**config.mk**
```make
export PLATFORM = sky130hd
export DESIGN_NAME = ctrl_pipe_queue
export DESIGN_NICKNAME = d
export VERILOG_FILES = /design/src/rtl/pipe_pkg.sv /design/src/rtl/pipe_stage_reg.sv /design/src/rtl/ctrl_pipe_queue.sv
export SDC_FILE = /design/constraint.sdc
export NUM_CORES = 1
export LEC_CHECK = 0
export CAP_MARGIN = 20
export CORE_MARGIN = 2
export CORE_UTILIZATION = 52
export DETAILED_ROUTE_END_ITERATION = 16
export PLACE_DENSITY = 0.79
export SETUP_SLACK_MARGIN = 0.15
export SLEW_MARGIN = 20
export SYNTH_ARGS = -nofsm -noshare
export SYNTH_HDL_FRONTEND = slang
export SYNTH_SLANG_ARGS = --single-unit
```
**constraint.sdc**
```tcl
create_clock -name clk -period 2.88 [get_ports clk]
set_input_delay 0.288 -clock clk [delete_from_list [all_inputs] [get_ports clk]]
set_output_delay 0.288 -clock clk [all_outputs]
set_load 0.005 [all_outputs]
```
**src/rtl/pipe_pkg.sv**
```systemverilog
// Shared constants for the control/destination pipeline queue.
// ZERO_REG is the architectural zero register, which never creates a hazard.
package pipe_pkg;

  localparam int unsigned DEF_WIDTH = 16;
  localparam int unsigned DEF_DEPTH = 4;
  localparam int unsigned DEF_REGW  = 5;

  localparam logic [4:0] ZERO_REG = 5'd31;

endpackage : pipe_pkg

```
**src/rtl/pipe_stage_reg.sv**
```systemverilog
// One pipeline stage holding {valid, regwrite, rd, data}.
// Priority is reset > clear > load > hold; clear drops only the valid bit.
module pipe_stage_reg
  import pipe_pkg::*;
#(
  parameter int unsigned WIDTH = DEF_WIDTH,
  parameter int unsigned REGW  = DEF_REGW
) (
  input  logic             clk,
  input  logic             reset,
  input  logic             load,
  input  logic             clear,
  input  logic             d_valid,
  input  logic             d_regwrite,
  input  logic [REGW-1:0]  d_rd,
  input  logic [WIDTH-1:0] d_data,
  output logic             valid,
  output logic             valid_next,
  output logic             regwrite,
  output logic [REGW-1:0]  rd,
  output logic [WIDTH-1:0] data
);

  // valid_next is exported so the top can count next-state occupancy.
  // NOTE: assign a default at the top of every always_comb so no path leaves it unassigned (avoids a latch).
  always_comb begin
    valid_next = valid;
    if (clear)     valid_next = 1'b0;
    else if (load) valid_next = d_valid;
  end

  // NOTE: sequential state uses non-blocking assignments so all stages update from pre-edge values.
  always_ff @(posedge clk) begin
    if (reset) begin
      valid    <= 1'b0;
      regwrite <= 1'b0;
      rd       <= '0;
      data     <= '0;
    end else begin
      valid <= valid_next;
      // Payload still moves on a flushing shift; only the valid bit is dropped.
      if (load) begin
        regwrite <= d_regwrite;
        rd       <= d_rd;
        data     <= d_data;
      end
    end
  end

endmodule : pipe_stage_reg

```
**src/rtl/ctrl_pipe_queue.sv**
```systemverilog
// Control/destination queue travelling alongside the datapath stages, with
// per-stage valids, global stall, partial flush and register-hazard lookup.
module ctrl_pipe_queue
  import pipe_pkg::*;
#(
  parameter int unsigned WIDTH        = DEF_WIDTH,
  parameter int unsigned DEPTH        = DEF_DEPTH,
  parameter int unsigned REGW         = DEF_REGW,
  parameter int unsigned FLUSH_STAGES = 2,
  localparam int unsigned CW          = $clog2(DEPTH + 1)
) (
  input  logic             clk,
  input  logic             reset,
  input  logic             in_valid,
  input  logic [WIDTH-1:0] in_data,
  input  logic             in_regwrite,
  input  logic [REGW-1:0]  in_rd,
  input  logic             stall,
  input  logic             flush,
  input  logic [REGW-1:0]  src_a,
  input  logic [REGW-1:0]  src_b,
  output logic             out_valid,
  output logic [WIDTH-1:0] out_data,
  output logic             out_regwrite,
  output logic [REGW-1:0]  out_rd,
  output logic             hazard_a,
  output logic             hazard_b,
  output logic [CW-1:0]    dist_a,
  output logic [CW-1:0]    dist_b,
  output logic [CW-1:0]    occupancy
);

  localparam logic [REGW-1:0] ZR = REGW'(ZERO_REG);

  logic [DEPTH-1:0] st_valid;
  logic [DEPTH-1:0] st_valid_next;
  logic [DEPTH-1:0] st_regwrite;
  logic [REGW-1:0]  st_rd   [DEPTH];
  logic [WIDTH-1:0] st_data [DEPTH];

  for (genvar i = 0; i < DEPTH; i++) begin : g_stage
    localparam bit FLUSHABLE = (i < FLUSH_STAGES);

    logic             d_valid;
    logic             d_regwrite;
    logic [REGW-1:0]  d_rd;
    logic [WIDTH-1:0] d_data;

    if (i == 0) begin : g_head
      assign d_valid    = in_valid;
      assign d_regwrite = in_regwrite;
      assign d_rd       = in_rd;
      assign d_data     = in_data;
    end else begin : g_body
      assign d_valid    = st_valid[i-1];
      assign d_regwrite = st_regwrite[i-1];
      assign d_rd       = st_rd[i-1];
      assign d_data     = st_data[i-1];
    end

    pipe_stage_reg #(
      .WIDTH (WIDTH),
      .REGW  (REGW)
    ) u_stage (
      .clk        (clk),
      .reset      (reset),
      .load       (!stall),
      .clear      (flush && FLUSHABLE),
      .d_valid    (d_valid),
      .d_regwrite (d_regwrite),
      .d_rd       (d_rd),
      .d_data     (d_data),
      .valid      (st_valid[i]),
      .valid_next (st_valid_next[i]),
      .regwrite   (st_regwrite[i]),
      .rd         (st_rd[i]),
      .data       (st_data[i])
    );
  end

  assign out_valid    = st_valid[DEPTH-1];
  assign out_regwrite = st_valid[DEPTH-1] & st_regwrite[DEPTH-1];
  assign out_rd       = st_rd[DEPTH-1];
  assign out_data     = st_data[DEPTH-1];

  // Lowest set index wins so the youngest in-flight writer is reported.
  function automatic logic [CW-1:0] youngest(input logic [DEPTH-1:0] m);
    logic [CW-1:0] d;
    d = CW'(DEPTH);
    for (int i = DEPTH - 1; i >= 0; i--) begin
      if (m[i]) d = CW'(i);
    end
    return d;
  endfunction

  logic [DEPTH-1:0] match_a;
  logic [DEPTH-1:0] match_b;

  always_comb begin
    match_a = '0;
    match_b = '0;
    for (int i = 0; i < DEPTH; i++) begin
      match_a[i] = st_valid[i] & st_regwrite[i] & (st_rd[i] == src_a) & (src_a != ZR);
      match_b[i] = st_valid[i] & st_regwrite[i] & (st_rd[i] == src_b) & (src_b != ZR);
    end
  end

  assign hazard_a = |match_a;
  assign hazard_b = |match_b;
  assign dist_a   = youngest(match_a);
  assign dist_b   = youngest(match_b);

  logic [CW-1:0] occ_next;

  always_comb begin
    occ_next = '0;
    for (int i = 0; i < DEPTH; i++) begin
      occ_next = occ_next + CW'(st_valid_next[i]);
    end
  end

  always_ff @(posedge clk) begin
    if (reset) occupancy <= '0;
    else       occupancy <= occ_next;
  end

endmodule : ctrl_pipe_queue

```
==> out/metrics.csv <==
stage,metric,value,unit
floorplan,core_area,7370,um^2
sta,max_freq,0.376,GHz
floorplan,start_util,54.3,%
setup_path,cp_slowest_cell,sky130_fd_sc_hd__clkdlybuf4s50_1,
yosys,synth-edff-count,0,
yosys,synth_top_cells_by_area,"sky130_fd_sc_hd__dfxtp_1 48%, sky130_fd_sc_hd__mux2i_1 23%, sky130_fd_sc_hd__nor2_1 8.9%",
yosys,netlist_area,4000,um^2
yosys,synth-seq-cells,95,
yosys,synth_simple_gate_area_share,15.0,%
placed_design,port-buffer-count,70,
sta,post-route-min-period,2660,ps
placed_design,hpwl,5590,um
floorplan,die_area,8410,um^2
detailed_routing,detailedRoute.firstPassIterationCount,4,
global_route,number_of_global_route_vias_before_repair,2703,
global_route,grt_usage,19.4,%
yosys,synth-warning-count,0,
detailed_routing,routed_wire_length_per_instance,13.8,um
yosys,cells_after_synth,404,
layout,flow.area_growth_from_synthesis,24.1,%
min_path,min_path_type,input port to register,
layout,multi_input_area,1950,um^2
detailed_routing,via_per_inst,5.00,
detailed_routing,detailedRoute.firstIterationViolations,77,
clocking,cts.reportedPaths.clkPinSlew,90,ps
clocking,clk_root_buffer_cell,sky130_fd_sc_hd__clkbuf_8,
detailed_routing,antenna_violating_nets_post_route,0,
placed_design,pre_cts_ws,89.6,ps
yosys,seq_area_frac_synth,47.5,%
yosys,synth-adder-area-share,1.13,%
detailed_routing,remaining_drcs,0,
yosys,synth.top_cell.area_share,47.5,%
run,cap_violations,0,
yosys,avgSynthCellArea,9.90,um^2
setup_path,worstSetupStartpointType,input port,
pwr,power.static_leakage,2.11,nW
detailed_routing,routed_wl,7820,um
floorplan,floorplan.rows,31,
setup_path,worstPathRequired,2590,ps
setup_path,critPathCaptureType,output pin,
clocking,cts_tree,built,
clocking,clkLatencyLatePin,350,ps
yosys,synth.cells.most_frequent,"95 x sky130_fd_sc_hd__dfxtp_1, 95 x sky130_fd_sc_hd__nor2_1, 91 x sky130_fd_sc_hd__mux2i_1",
setup_path,cpMostUsedCell,sky130_fd_sc_hd__clkdlybuf4s50_1,
yosys,compound_gate_portion_of_the_synthesized_area,1.38,%
floorplan,die_y,91.7,um
placed_design,gp_congestion,0.911,
yosys,synth_nets,444,
sta,timing_worst_slew_pin_value,632,ps
sta,setup_violations,0,
global_route,global_route_wire_length_before_repair,13000,um
clocking,cts_buffer_depth,2,
yosys,async_flop_share,0,%
yosys,post_synth_mux_area_share,23.1,%
pwr,max-vdd-ir-drop,0.372,mV
yosys,synth_top_family_by_area,multiplexers,
layout,fillerInstances,592,
yosys,post-synth-top-area-cell,sky130_fd_sc_hd__dfxtp_1,
floorplan,num_io_pins,71,
layout,fin_util,67.3,%
setup_path,crit_type,input port to output pin,
sta,final_max_slew_viol_count,0,
sta,report.final.hold_viol_count,0,
min_path,min_path_cells,3,
setup_path,critPathMaxFanout,3,
layout,design.final.nets,503,
yosys,synth_xor_xnor_area_share,7.66,%
setup_path,critPathMaxStageDelay,560,ps
yosys,ys_dominant_reg_cell,sky130_fd_sc_hd__dfxtp_1,
sta,fin_ws,219,ps
sta,timing.final.crit_share,92.4,%
setup_path,worst_r2r_path_depth,7,
layout,antennaDiodeCount,0,
sta,timing.max_slew.rel_slack,57.9,%
sta,finClkSkew,6.50,ps
layout,drive_gt1_share,8.35,%
sta,fin_setup_tns,0,ps
clocking,cts-buffers-inserted,9,
clocking,buffers_inserted_by_post_cts_timing_repair,0,
global_route,antenna_found_initial,0,
layout,register_cell_area_after_layout,1910,um^2
setup_path,cp_data_arrival_time,2370,ps
pwr,power_density,500,nW/um^2
global_route,grt_overflow_total,0,
clocking,htreeDepth,3,
sta,grt_setup_unrepaired,no,
clocking,tritoncts_sink_count,95,
floorplan,die_width,91.7,um
outcome,status,finished clean,
global_route,grt_start_max_net_pins,41,
yosys,synthDistinctLibCells,34,
setup_path,worstPathCellList,"clkdlybuf4s50_1, xnor2_1, o2111ai_1, or4b_4, nor2b_4, and2_4, clkdlybuf4s50_1",
detailed_routing,detailroute.via_count,2830,
==> routing by layer <==
layer / up-vias / part of all wire, % / GRT usage, %
met5: - / 0 / 0
met4: 0 / 1.0 / 6.72
met3: 9 / 4.1 / 4.77
li1: 1454 / - / -
met1: 1313 / 47 / 24.8
met2: 54 / 48 / 32.1
==> per-stage QoR <==
| step | power [mW] | cells | hold WS [ps] | instance area (um^2) |
|---|---|---|---|---|
| final | 2.48 | 566 | 381 | 4960 |
| after global routing | 2.59 | 566 | 385 | 4960 |
| after CTS | 2.51 | 566 | 366 | 4930 |
| after detailed placement | 1.66 | 551 | 481 | 4740 |
| after global placement | 1.65 | 551 | 469 | 4740 |
| after floorplan | 1.57 | 404 | 432 | 4000 |
==> critical path: cells and delay by family <==
| family | cells | cell delay (ps) |
|---|---|---|
| and+or+nand+nor | 3 | 800 |
| AOI/OAI and AO/OA | 1 | 140 |
| buffers and inverters | 2 | 990 |
| xor gates and xnor gates | 1 | 150 |
==> flip-flops by register name, summed over array words and instances, names as in the netlist <==
register	count
g_stage.u_stage.regwrite	4
g_stage.u_stage.data	64
occupancy	3
g_stage.u_stage.valid	4
g_stage.u_stage.rd	20
==> cell type report <==
type | instances | area share, %
Multi-Input combinational cell | 272 | 39.3
Sequential cell | 95 | 38.5
Timing Repair Buffer | 78 | 15.3
Clock buffer | 9 | 2.50
Tap cell | 99 | 2.50
Clock inverter | 6 | 1.41
Inverter | 7 | 0.530
==> final timing paths <==
path | start | end | slack, ps
worst min-delay path | stall | g_stage[0].u_stage.rd[0] | 380
worst max-delay path | src_b[4] | dist_b[2] | 220
worst min register to register | g_stage[0].u_stage.data[7] | g_stage[1].u_stage.data[7] | 500
worst max register to register | g_stage[0].u_stage.valid | occupancy[1] | 840
==> cells in the final DEF, fill, tap and decap left out, types with 2 or more instances in the layout <==
cell / count
sky130_fd_sc_hd__nand3_1: 4
sky130_fd_sc_hd__buf_4: 9
sky130_fd_sc_hd__dlygate4sd2_1: 4
sky130_fd_sc_hd__xor2_1: 3
sky130_fd_sc_hd__nand2b_1: 2
sky130_fd_sc_hd__mux2i_1: 91
sky130_fd_sc_hd__nand2_1: 6
sky130_fd_sc_hd__dfxtp_1: 90
sky130_fd_sc_hd__xnor2_1: 32
sky130_fd_sc_hd__or2_1: 2
sky130_fd_sc_hd__inv_1: 6
sky130_fd_sc_hd__nor3_1: 2
sky130_fd_sc_hd__clkdlybuf4s50_1: 60
sky130_fd_sc_hd__a21oi_1: 2
sky130_fd_sc_hd__nor4_2: 2
sky130_fd_sc_hd__nor2_1: 95
sky130_fd_sc_hd__clkbuf_8: 9
sky130_fd_sc_hd__ha_1: 2
sky130_fd_sc_hd__nor2b_1: 6
sky130_fd_sc_hd__dfxtp_2: 5
sky130_fd_sc_hd__nor3_2: 2
sky130_fd_sc_hd__nand4_1: 7
sky130_fd_sc_hd__clkinvlp_4: 2
sky130_fd_sc_hd__dlymetal6s2s_1: 4
==> repair_timing <==
| action | CTS | global route |
|---|---|---|
| endpoints found under the setup margin | 3 | 5 |
| cloned | 0 | 0 |
| gates resized for setup | 6 | 11 |
| pin swaps | 0 | 1 |
| hold buffers | 0 | 0 |
==> report_power, final <==
part / internal [mW] / switching (mW)
combinational: 0.131 / 0.112
clock: 0.404 / 0.452
sequential: 1.35 / 0.0298
total: 1.88 / 0.594
==> cell families after synthesis <==
family                     Yosys count
and+or+nand+nor                    135
DFF                                 95
muxes                               92
buffers and inverters               37
xor gates and xnor gates            35
AOI/OAI and AO/OA                    7
adders and majority gates            3
(Power assumes the default switching activity.)
